<file path="config.mk">
export PLATFORM = sky130hd
export DESIGN_NAME = marquee_scheduler
export DESIGN_NICKNAME = d
export VERILOG_FILES = /design/src/rtl/marquee_scheduler.sv
export SDC_FILE = /design/constraint.sdc
export NUM_CORES = 1
export LEC_CHECK = 0
export CAP_MARGIN = 20
export CORE_MARGIN = 3
export CORE_UTILIZATION = 53
export DETAILED_ROUTE_END_ITERATION = 12
export HOLD_SLACK_MARGIN = 0.06
export PLACE_DENSITY = 0.87
export SLEW_MARGIN = 0
export SYNTH_ARGS = -nofsm -noshare
export SYNTH_HDL_FRONTEND = slang
export SYNTH_SLANG_ARGS = --single-unit
</file>
<file path="constraint.sdc">
create_clock -name clk -period 2.55 [get_ports clk]
set_input_delay 0.51 -clock clk [delete_from_list [all_inputs] [get_ports clk]]
set_output_delay 0.51 -clock clk [all_outputs]
set_load 0.01 [all_outputs]
</file>
<file path="src/rtl/marquee_scheduler.sv">
// marquee_scheduler: character ring with a 4-wide scrolling window,
// prescaled step timing, wrap hold and idle-only host writes.
module marquee_scheduler #(
    parameter int CW         = 5,
    parameter int MSG_LEN    = 8,
    parameter int DIV        = 25_000_000,
    parameter int HOLD_STEPS = 2
) (
    input  logic          clk,
    input  logic          rst_n,
    input  logic          start,
    input  logic          stop,
    input  logic          dir,
    input  logic          load_en,
    input  logic [3:0]    load_addr,
    input  logic [CW-1:0] load_data,
    output logic [CW-1:0] q0,
    output logic [CW-1:0] q1,
    output logic [CW-1:0] q2,
    output logic [CW-1:0] q3,
    output logic          step,
    output logic          wrap,
    output logic          busy
);

    localparam int PW   = $clog2(MSG_LEN);
    localparam int CNTW = $clog2(DIV);
    localparam int HW   = (HOLD_STEPS > 1) ? $clog2(HOLD_STEPS) : 1;
    localparam int HLST = (HOLD_STEPS > 0) ? HOLD_STEPS - 1 : 0;

    localparam logic [PW-1:0]   LAST = PW'(MSG_LEN - 1);
    localparam logic [PW:0]     LENW = (PW + 1)'(MSG_LEN);
    localparam logic [4:0]      LEN5 = 5'(MSG_LEN);
    localparam logic [CNTW-1:0] CMAX = CNTW'(DIV - 1);
    localparam logic [HW-1:0]   HMAX = HW'(HLST);

    typedef enum logic [1:0] {IDLE, RUN, HOLD} state_t;

    state_t          state;
    logic [CNTW-1:0] cnt;
    logic [HW-1:0]   hcnt;
    logic [PW-1:0]   ptr;
    logic [PW-1:0]   nptr;
    logic [CW-1:0]   ring [MSG_LEN];
    logic [CW-1:0]   win  [4];
    logic [PW:0]     s;

    function automatic logic [CW-1:0] init_char(input int i);
        case (i)
            0:       return CW'(3);
            1:       return CW'(17);
            2:       return CW'(9);
            3:       return CW'(6);
            4:       return CW'(12);
            5:       return CW'(17);
            6:       return CW'(10);
            default: return CW'(15);
        endcase
    endfunction

    // Explicit wrap so non-power-of-2 ring lengths behave.
    always_comb begin
        if (dir)
            nptr = (ptr == '0) ? LAST : ptr - 1'b1;
        else
            nptr = (ptr == LAST) ? '0 : ptr + 1'b1;
    end

    always_comb begin
        s = '0;
        for (int k = 0; k < 4; k++) begin
            s = {1'b0, ptr} + (PW + 1)'(k);
            if (s >= LENW)
                s = s - LENW;
            win[k] = ring[s[PW-1:0]];
        end
    end

    assign q0 = win[0];
    assign q1 = win[1];
    assign q2 = win[2];
    assign q3 = win[3];

    always_ff @(posedge clk or negedge rst_n) begin
        if (!rst_n) begin
            for (int i = 0; i < MSG_LEN; i++)
                ring[i] <= init_char(i);
        end else if (load_en && state == IDLE &&
                     {1'b0, load_addr} < LEN5) begin
            ring[load_addr[PW-1:0]] <= load_data;
        end
    end

    always_ff @(posedge clk or negedge rst_n) begin
        if (!rst_n) begin
            state <= IDLE;
            cnt   <= '0;
            hcnt  <= '0;
            ptr   <= '0;
            step  <= 1'b0;
            wrap  <= 1'b0;
            busy  <= 1'b0;
        end else begin
            step <= 1'b0;
            wrap <= 1'b0;
            if (stop) begin
                state <= IDLE;
                cnt   <= '0;
                hcnt  <= '0;
                busy  <= 1'b0;
            end else begin
                unique case (state)
                    IDLE: begin
                        cnt <= '0;
                        if (start) begin
                            state <= RUN;
                            busy  <= 1'b1;
                        end
                    end
                    RUN: begin
                        if (cnt == CMAX) begin
                            cnt  <= '0;
                            ptr  <= nptr;
                            step <= 1'b1;
                            if (nptr == '0) begin
                                wrap <= 1'b1;
                                if (HOLD_STEPS > 0) begin
                                    state <= HOLD;
                                    hcnt  <= '0;
                                end
                            end
                        end else begin
                            cnt <= cnt + 1'b1;
                        end
                    end
                    HOLD: begin
                        if (cnt == CMAX) begin
                            cnt <= '0;
                            if (hcnt == HMAX) begin
                                state <= RUN;
                                hcnt  <= '0;
                            end else begin
                                hcnt <= hcnt + 1'b1;
                            end
                        end else begin
                            cnt <= cnt + 1'b1;
                        end
                    end
                    default: state <= IDLE;
                endcase
            end
        end
    end

endmodule

</file>
# --- After elaboration in Yosys (flattened, before gate mapping) ---
# Index checks and enable logic that the tools add are counted.
word_totals:
  reg_bits: 74
  input_bits: 15
  out_inout_bits: 23
  elab_cells: 115
op_classes:
  add_sub_neg: 11
  n_lt_le_gt_ge: 11
  eq_ne: 9
  muxes: 48
  n_bitwise: 6
  reduce_logical: 15
op_table:
  columns: ["operator", "n"]
  rows:
  - ["5-bit binary-select mux with 3-bit select", 4]
  - ["25-bit 2-to-1 mux", 2]
  - ["25-bit case mux with 2 select lines", 1]
  - ["5-bit 2-to-1 mux", 9]
  - ["40-bit bitwise mux", 1]
  - ["4-bit greater-or-equal comparator (second input constant)", 8]
  - ["25-bit by 1-bit adder with 25-bit output (second input constant)", 1]
  - ["25-bit == test (second input constant)", 1]
  - ["3-bit 2-to-1 mux", 7]
  - ["3-bit inverter with 4-bit output", 5]
  - ["5-bit demux with 3-bit select", 1]
  - ["1-bit 2-to-1 mux", 15]
  - ["3-bit != test (second input constant)", 5]
  - ["3-bit by 1-bit subtractor with 3-bit output (second input constant)", 5]
  - ["2-bit 2-to-1 mux", 6]
  - ["3-bit by 2-bit adder with 4-bit output (second input constant)", 2]
  - ["3-bit logical NOT", 2]
  - ["2-bit case mux with 3 select lines", 1]
  - ["3-bit nonzero test", 2]
  - ["5-bit AND reduction", 1]
  - ["3-bit by 1-bit adder with 4-bit output (second input constant)", 1]
  - ["3-bit by 4-bit greater-or-equal comparator with 1-bit output (second input constant)", 1]
  - ["4-bit by 1-bit < comparator with 1-bit output (second input constant)", 1]
  - ["4-bit < comparator (second input constant)", 1]
  - ["14 further kinds", 17]

# --- Longest topological paths before layout ---
# Gate-level depths: netlist of run 1.
logic_depth:
  depth_word: 8
  depth_mapped: 9
  depth_no_buf: 7

# --- Least setup slack after synthesis of run 1 ---
# OpenSTA, ideal clock, no wires.
synth_path:
  path_kind: "register to output"
  startpoint: "register ptr[0]"
  endpoint: "output port q3[0]"
  arrival_time_ns: 2.275
  required_ns: 2.040
  path_slack_ns: -0.235
  path_stages_with_launch: 7
  n_path_buf: 2
  cell_sequence: "dfrtp_1 buf_2 buf_1 inv_1 ha_1 xor2_1 mux4_2"
synth_via:
  elab_chain_len: 7
  word_cells_on_any_way: 8
  classes_between: "add/sub: 2; order compare: 1; mux: 4; bitwise: 1"
synth_lines:
  columns: ["item", "line", "text"]
  rows:
  - ["start: declaration", "42", "logic [PW-1:0] ptr;"]
  - ["start signal: assignment", "123", "ptr <= nptr;"]
  - ["3-bit by 2-bit adder with 4-bit output (*)", "72", "s = {1'b0, ptr} + (PW + 1)'(k);"]
  - ["4-bit greater-or-equal comparator or 3-bit by 1-bit subtractor with 3-bit output (tied branches)", "73, 74", null]
  - ["3-bit 2-to-1 mux (*)", "73", "if (s >= LENW)"]
  - ["3-bit inverter with 4-bit output (implied by the code) (*)", "75", "win[k] = ring[s[PW-1:0]];"]
  - ["5-bit binary-select mux with 3-bit select (*)", "75", null]
  - ["5-bit 2-to-1 mux (implied by the code) (*) (2 in a row)", "75", null]
  - ["end: declaration", "20", "output logic [CW-1:0] q3,"]
# Mark *: on every way between the ends. The rest lies on a longest branch, timed or not. The select of a mux whose other input is x is not followed.

# --- Worst setup path after layout of run 1 ---
layout_path:
  startpoint: "register ptr[0]"
  endpoint: "output port q3[2]"
# Same word-level chain as after synthesis.

==> results of run 1 <==
==> flip-flops by register name, indices dropped and copies added (netlist names) <==
name / count
state: 2
step: 1
wrap: 1
ring: 40
cnt: 25
hcnt: 1
ptr: 3
busy: 1
==> layout make-up <==
class	instances	area, um2
clock inverters	4	25.0
fillers	559	2730
well taps	105	131
multi-input cells	292	2730
repair buffers	69	671
inverters	15	58.8
flip-flops and latches	74	1880
clock buffers	12	165
==> metrics by stage <==
step,hold slack [ns],cells
floorplan,0.214,400
global placement,0.490,547
detailed placement,0.506,547
CTS,0.189,572
global route,0.199,571
finish,0.157,571
==> where the power goes <==
part / switching, mW / leakage [nW] / internal, mW
clock network: 0.448 / 0.0944 / 0.430
registers: 0.227 / 0.927 / 1.52
logic: 0.622 / 1.31 / 0.811
==> metal layers <==
layer	GRT usage [%]	share of wire (%)	vias to the layer above
met3	5.07	4.9	47
met5	0	0	-
met4	10.9	3.5	0
li1	-	-	1629
met2	44.2	51	162
met1	32.8	41	1880
==> final timing paths <==
| path | start | endpoint | slack (ns) | cells past startpoint |
|---|---|---|---|---|
| max in group asynchronous | rst_n | ring[8] | 2.01 | 2 |
| worst max register to register | ptr[0] | hcnt | 0.20 | 11 |
| min in group clk | busy | busy | 0.53 | 2 |
| worst max-delay path | ptr[0] | q3[2] | -0.11 | 7 |
| worst min register to register | busy | busy | 0.53 | 2 |
| worst min-delay path | rst_n | ring[15] | 0.16 | 2 |
==> logic make-up (layout without fill, tap and decap cells) <==
logic type	Yosys count	count (layout)	share of synthesized area, %
simple gates	119	119	15.7
mux	108	108	30.7
flops	74	74	40.1
compound gates	46	46	6.48
buf+inv	34	100	2.89
xor+xnor	11	11	2.06
fa+ha+maj	8	8	2.14
==> synthesized netlist by cell type, drive strengths merged, types with 6 or more instances <==
cell	n	area, um2
nor2	19	71.3
mux2	83	935
dfrtp	56	1400
dfstp	18	473
inv	15	56.3
o21ai	9	45.0
buf	9	40.0
nand4	9	92.6
mux4	20	450
clkbuf	10	38.8
xor2	6	52.6
nand2	27	101
a21oi	11	55.1
nand3	14	70.1
ha	8	100
nor3	7	35.0
==> worst max-delay path, stage by stage, from the launching register on <==
cell and delay [ns]:
dfrtp_2 0.48, buf_6 0.15, inv_4 0.06, ha_4 0.14, xor2_2 0.18, buf_12 0.15
mux4_2 0.51, buf_6 0.14
==> cell usage in the layout (no fill, tap or decap), types with 11 or more instances in the layout <==
cell type	synthesis	layout
a21oi_1	11	11
clkdlybuf4s50_1	0	16
nand2_1	27	27
buf_4	0	22
dfstp_2	18	18
buf_2	5	13
nor2_1	19	19
dfrtp_1	56	55
nand3_1	14	14
clkbuf_8	0	12
mux4_2	20	20
mux2_2	83	76
inv_1	15	14
==> repair_timing <==
| action | in CTS | in global routing |
|---|---|---|
| buffers inserted | 6 | 2 |
| resized for setup | 96 | 14 |
| endpoints found under the setup margin | 20 | 20 |
| gates cloned | 3 | 0 |
==> reports/metrics.yaml, run 1 <==
clock-root-buffer: "clkbuf_8"
finalInstanceArea_um2: 5650
ant_nets: 0
vias: 3718
final_nets: 484
grt_pass1_vias: 3918
crit_required_ns: 2.04
timing.fmax_ghz: 0.375
die_x_um: 99.9
dr.pass1.iters: 5
hold_path_class: "primary input to asynchronous set/reset pin"
hold_viol: 0
critPathMaxFanout: 6
worstSetupPathType: "register to primary output"
finalSetupViolations: 20
wl_mm: 12.3
synth-edff-count: 0
ys_warn_count: 0
grt_antenna_before_repair: 0
clockBufferDepth: 2
avgRoutedWirePerCell_um: 21.6
core_um2: 8380
insertion_delay_ns: 0.35
ys_types: 53
row_count: 33
ys_ff_latch: 74
syn_inst: 400
drv_cap: 0
critPathLaunchType: "register"
grt_max_degree: 75
ys.flop_type: "dfrtp_1"
worstMarginPinSlew_ns: 0.607
area_growth_pct: 20.9
ctsHoldBuffers: 0
synth_nets: 423
gp_congestion: 0.861
fin_crit_ns: 2.66
dp_slack_ns: -0.0694
outcome: "finished, violations left"
fp.dieH_um: 99.9
arrival_ns: 2.15
die_area_um2: 9990
relSlewSlack_pct: 59.2
grt_pass1_wl_mm: 20.3
syn-cell-area_um2: 4680
worst_slack_ns: -0.114
clk_pin_slew_ns: 0.08
fin_tns_setup_ns: -1.42
rsz0062_at_grt: "yes"
io_buffer_count: 37
hpwl_mm: 7.67
p_leak_nw: 2.34
postPlaceCellArea_um2: 5340
grt.overflow.total: 0
p_per_area_nw_per_um2: 717
p_total_mw: 4.05
ir_worst_vdd_uv: 299
fin_crit_sh_pct: 104
viasPerCell: 6.51
drv_slew: 0
cts_tree: "yes"
drive_gt1_share_pct: 44.2
postSynth.asyncResetShare_pct: 100
htreeDepth: 3
pin_count: 38
drt_iter0_drc: 300
cts_inserted_buffers: 9
clock_sinks: 74
drc: 0
cp-end-kind: "primary output"
violations: "negative setup slack"
fin_util_pct: 67.5
antenna_cells: 0
grt_util_all_layers_pct: 26.1
initial_core_util_pct: 55.8
avgSynthCellArea_um2: 11.7
seq_area_frac_synth_pct: 40.1
finalClockSkew_ns: 0.0111
Power figures use the tool's default switching activity.
==> run 2, diff against run 1 <==
--- a/config.mk
+++ b/config.mk
@@ -7,10 +7,11 @@
 export LEC_CHECK = 0
 export CAP_MARGIN = 20
 export CORE_MARGIN = 3
-export CORE_UTILIZATION = 53
+export CORE_UTILIZATION = 55
+export CTS_BUF_LIST = sky130_fd_sc_hd__clkbuf_8
 export DETAILED_ROUTE_END_ITERATION = 12
 export HOLD_SLACK_MARGIN = 0.06
-export PLACE_DENSITY = 0.87
+export PLACE_DENSITY = 0.86
 export SLEW_MARGIN = 0
 export SYNTH_ARGS = -nofsm -noshare
 export SYNTH_HDL_FRONTEND = slang
==> reports/metrics.yaml, run 2 (synthesis results as in run 1) <==
outcome: "finished, violations left"
violations: "negative setup slack"
num-fill-cells: 506
critPathLaunchType: "register"
relSlewSlack_pct: 60.4
switching_share_pct: 29.6
vias: 3668
drive_gt1_share_pct: 44.3
row_count: 33
cts_tree: "yes"
crit_required_ns: 2.04
fin_crit_ns: 2.65
cp-end-kind: "primary output"
die_area_um2: 9640
avgRoutedWirePerCell_um: 21.2
finalInstanceArea_um2: 5710
drv_cap: 0
ir_worst_vdd_uv: 384
finalClockSkew_ns: 0.0130
dp_slack_ns: -0.137
hold_path_class: "primary input to asynchronous set/reset pin"
pin_count: 38
p_leak_nw: 2.37
largest_reg_flops: 40
rsz0062_at_grt: "yes"
netSwitchingPower_mw: 1.29
hpwl_mm: 7.84
drt_iter0_drc: 288
final_common_cell: "mux2_2"
grt_pass1_vias: 3818
dr.pass1.iters: 5
grt_max_degree: 51
p_total_mw: 4.35
wl_mm: 12.1
clock_sinks: 74
arrival_ns: 2.14
postPlaceCellArea_um2: 5330
p_int_mw: 3.07
final_cell_mix: "mux2_2 (82), dfrtp_1 (55), nand2_1 (27), buf_4 (23), mux4_2 (20)"
clockBufferDepth: 2
die_x_um: 98.2
critPathMaxFanout: 8
power_frac_seq_pct: 39.5
core_um2: 8220
clkPwrFrac_pct: 27.9
insertion_delay_ns: 0.35
gp_congestion: 0.887
hold_viol: 0
clk_pin_slew_ns: 0.08
io_buffer_count: 37
grt_antenna_before_repair: 0
grt.overflow.total: 0
combPwrFrac_pct: 32.6
holdWs_ns: 0.159
top_register: "ring"
fp.dieH_um: 98.2
final_nets: 485
initial_core_util_pct: 56.9
antenna_cells: 0
area_growth_pct: 22.1
reg_top3: "ring (40), cnt (25), ptr (3)"
cts_inserted_buffers: 9
drv_slew: 0
ant_nets: 0
drc: 0
worst_slack_ns: -0.101
timing.fmax_ghz: 0.377
p_per_area_nw_per_um2: 762
clock-root-buffer: "clkbuf_8"
grt_pass1_wl_mm: 19.7
htreeDepth: 3
viasPerCell: 6.41
worstSetupPathType: "register to primary output"
grt_util_all_layers_pct: 25.7
worstMarginPinSlew_ns: 0.594
fin_crit_sh_pct: 104
finalSetupViolations: 18
==> run 2: changes by cell type in the layout (fill, tap and decap cells not counted), moves of 2 or more <==
cell	before	now
buf_12	7	4
bufinv_16	0	4
clkbuf_8	12	10
clkinvlp_4	2	0
inv_2	0	2
mux2_2	76	82
mux2_4	7	1
==> run 2: area by class of cell <==
type / instances / area, um2 / share of cell area (%)
clock inverters: 6 / 129 / 2.26
repair buffers: 70 / 664 / 11.6
multi-input cells: 292 / 2720 / 47.6
clock buffers: 10 / 138 / 2.41
flip-flops and latches: 74 / 1880 / 32.8
inverters: 15 / 56.3 / 0.986
well taps: 105 / 131 / 2.30
==> run 2: path summary, 6_finish.rpt <==
path                       startpoint       end  slack, ns  depth (start not counted)
min reg2reg                  ring[33]  ring[33]       0.53                          1
max reg2reg                    cnt[1]    ptr[0]       0.26                          6
min in group clk             ring[33]  ring[33]       0.53                          1
min                             rst_n  ring[12]       0.16                          1
max                            ptr[0]     q1[1]      -0.10                          5
max in group asynchronous       rst_n   ring[3]       1.65                          2
==> run 2: repair_timing <==
action                                  4_1_cts  5_1_grt
gates cloned                                  1        1
hold buffers                                  0        0
pin swaps                                     1        0
buffers inserted                              5        0
gates resized for setup                     104        2
endpoints found under the hold margin         0        0
endpoints found under the setup margin       20       19
==> run 2: power groups by stage <==
stage / Combinational [mW] / Clock, mW / Sequential (mW)
after floorplan: 0.936 / 0 / 1.66
after global placement: 1.37 / 0 / 1.69
after detailed placement: 1.44 / 0 / 1.72
after CTS: 1.38 / 1.22 / 1.70
after global routing: 1.51 / 1.27 / 1.76
final: 1.42 / 1.22 / 1.72
==> run 2: critical path, stage by stage (launching register included) <==
cell	delay, ns
dfrtp_2	0.45
buf_4	0.17
clkbuf_16	0.16
mux2_2	0.36
mux4_2	0.51
buf_6	0.14
==> run 2: metal layers <==
metal	wire, um	part of all wire, %	track usage [%]
met5	0	0	0
met4	411	3.4	11.1
met3	773	6.4	4.07
met2	6060	50	43.7
met1	4880	40	32.6
==> run 2: stage by stage <==
stage / instances / util (%) / setup TNS [ns]
finish: 572 / 69.5 / -1.08
global route: 572 / 69.5 / -1.61
CTS: 571 / 69.0 / -0.175
detailed placement: 550 / 64.9 / -0.925
global placement: 550 / 64.9 / -0.495
floorplan: 400 / - / 0
==> run 3, diff against run 2 <==
--- a/config.mk
+++ b/config.mk
@@ -11,7 +11,7 @@
 export CTS_BUF_LIST = sky130_fd_sc_hd__clkbuf_8
 export DETAILED_ROUTE_END_ITERATION = 12
 export HOLD_SLACK_MARGIN = 0.06
-export PLACE_DENSITY = 0.86
+export PLACE_DENSITY = 0.85
 export SLEW_MARGIN = 0
 export SYNTH_ARGS = -nofsm -noshare
 export SYNTH_HDL_FRONTEND = slang
==> constraint.sdc (replaced) <==
create_clock -name clk -period 2.45 [get_ports clk]
set_input_delay 0.49 -clock clk [delete_from_list [all_inputs] [get_ports clk]]
set_output_delay 0.49 -clock clk [all_outputs]
set_load 0.01 [all_outputs]
==> reports/metrics.yaml, run 3 (synthesis results as in run 1) <==
outcome: "finished, violations left"
violations: "negative setup slack"
drive_gt1_share_pct: 45.1
hold_path_class: "primary input to asynchronous set/reset pin"
antenna_cells: 0
ctsHoldBuffers: 0
cts_tree: "yes"
initial_core_util_pct: 56.9
viasPerCell: 6.69
worstSetupStartpoint: "ptr[0]"
regArea_um2: 1880
cp-end-kind: "primary output"
die_x_um: 98.2
r2r-start: "state[0]"
worstMarginPinSlew_ns: 0.523
clk_pin_slew_ns: 0.08
timing.fmax_ghz: 0.371
gp_congestion: 0.897
row_count: 33
core_um2: 8220
critPathMaxFanout: 6
grt_util_all_layers_pct: 26.5
finalSetupViolations: 20
fin_tns_setup_ns: -3.33
drv_slew: 0
relSlewSlack_pct: 65.1
worstSetupPathType: "register to primary output"
clock-root-buffer: "clkbuf_8"
r2r_slack_ns: 0.10
p_total_mw: 4.62
drv_cap: 0
grt_pass1_vias: 3867
clockBufferDepth: 2
final_nets: 492
pin_count: 38
grt_antenna_before_repair: 0
io_buffer_count: 37
crit_required_ns: 1.96
grt_pass1_wl_mm: 20.2
top_register: "ring"
dr.pass1.iters: 5
num-fill-cells: 490
multi_input_area_um2: 2830
r2r_cells: 8
finalClockSkew_ns: 0.0121
area_growth_pct: 27.5
drc: 0
arrival_ns: 2.21
grt.overflow.total: 0
insertion_delay_ns: 0.35
drt_iter0_drc: 283
largest_reg_flops: 40
cts_inserted_buffers: 9
fin_crit_sh_pct: 110
fin_crit_ns: 2.70
endpoint: "q1[1]"
worst_slack_ns: -0.247
avgRoutedWirePerCell_um: 23.4
clock_sinks: 74
final_cell_mix: "mux2_2 (55), dfrtp_1 (55), mux2_4 (28), nand2_1 (27), buf_4 (24)"
fp.dieH_um: 98.2
vias: 3876
r2r-end: "ring[13]"
critPathLaunchType: "register"
wl_mm: 13.6
die_area_um2: 9640
grt_max_degree: 75
hold_viol: 0
rsz0062_at_grt: "yes"
p_per_area_nw_per_um2: 775
ir_worst_vdd_uv: 360
hpwl_mm: 7.88
htreeDepth: 3
reg_top3: "ring (40), cnt (25), ptr (3)"
p_leak_nw: 2.48
ant_nets: 0
[run 3: worst min-delay path by stage]
stage               startpoint        to  slack, ns  cells after the start
floorplan                rst_n      busy       0.19                      0
global placement          busy      busy       0.48                      2
detailed placement        busy      busy       0.50                      2
CTS                      rst_n  ring[20]       0.18                      2
global route             rst_n   ring[5]       0.20                      2
finish                   rst_n  ring[20]       0.16                      2
[run 3: layout make-up]
cell class,instances,area share [%]
clock buffer,10,2.31
clock inverter,6,1.41
inverter,15,0.944
multi-input combinational,292,47.5
sequential,74,31.5
tap,105,2.20
timing repair buffer,77,14.2
[run 3: worst max-delay path: stages (launching register included)]
cell	delay, ns
dfrtp_2	0.51
buf_12	0.18
clkbuf_16	0.16
mux2_4	0.32
mux4_2	0.53
buf_6	0.15
[run 3: repair_timing]
item / 4_1_cts / 5_1_grt
resized for setup: 128 / 21
pin swaps: 2 / 0
endpoints found under the hold margin: 0 / 0
gates cloned: 3 / 1
endpoints found under the setup margin: 20 / 20
setup buffers: 5 / 1
[run 3: through the flow]
stage	hold slack, ns	setup slack, ns	util (%)	cells	instance area, um2
2_1_floorplan	0.194	0.00263	-	400	4690
3_3_place_gp	0.478	-0.0942	65.3	555	5370
3_5_place_dp	0.496	-0.200	65.3	555	5370
4_1_cts	0.178	-0.194	71.2	577	5850
5_1_grt	0.201	-0.292	72.6	579	5960
6_report	0.155	-0.247	72.6	579	5960
[run 3: metal layers]
layer	wire, um	track usage [%]	vias to the layer above	part of all wire [%]
met5	0	0	-	0
met4	518	10.9	0	3.8
met3	885	4.64	48	6.5
met2	6800	44.9	206	50
met1	5370	33.7	1963	40
li1	-	-	1659	-
[run 3: where the power goes]
part           internal, mW  total (mW)  switching [mW]
combinational         0.982        1.70           0.721
clock                 0.596        1.07           0.479
sequential             1.58        1.84           0.265
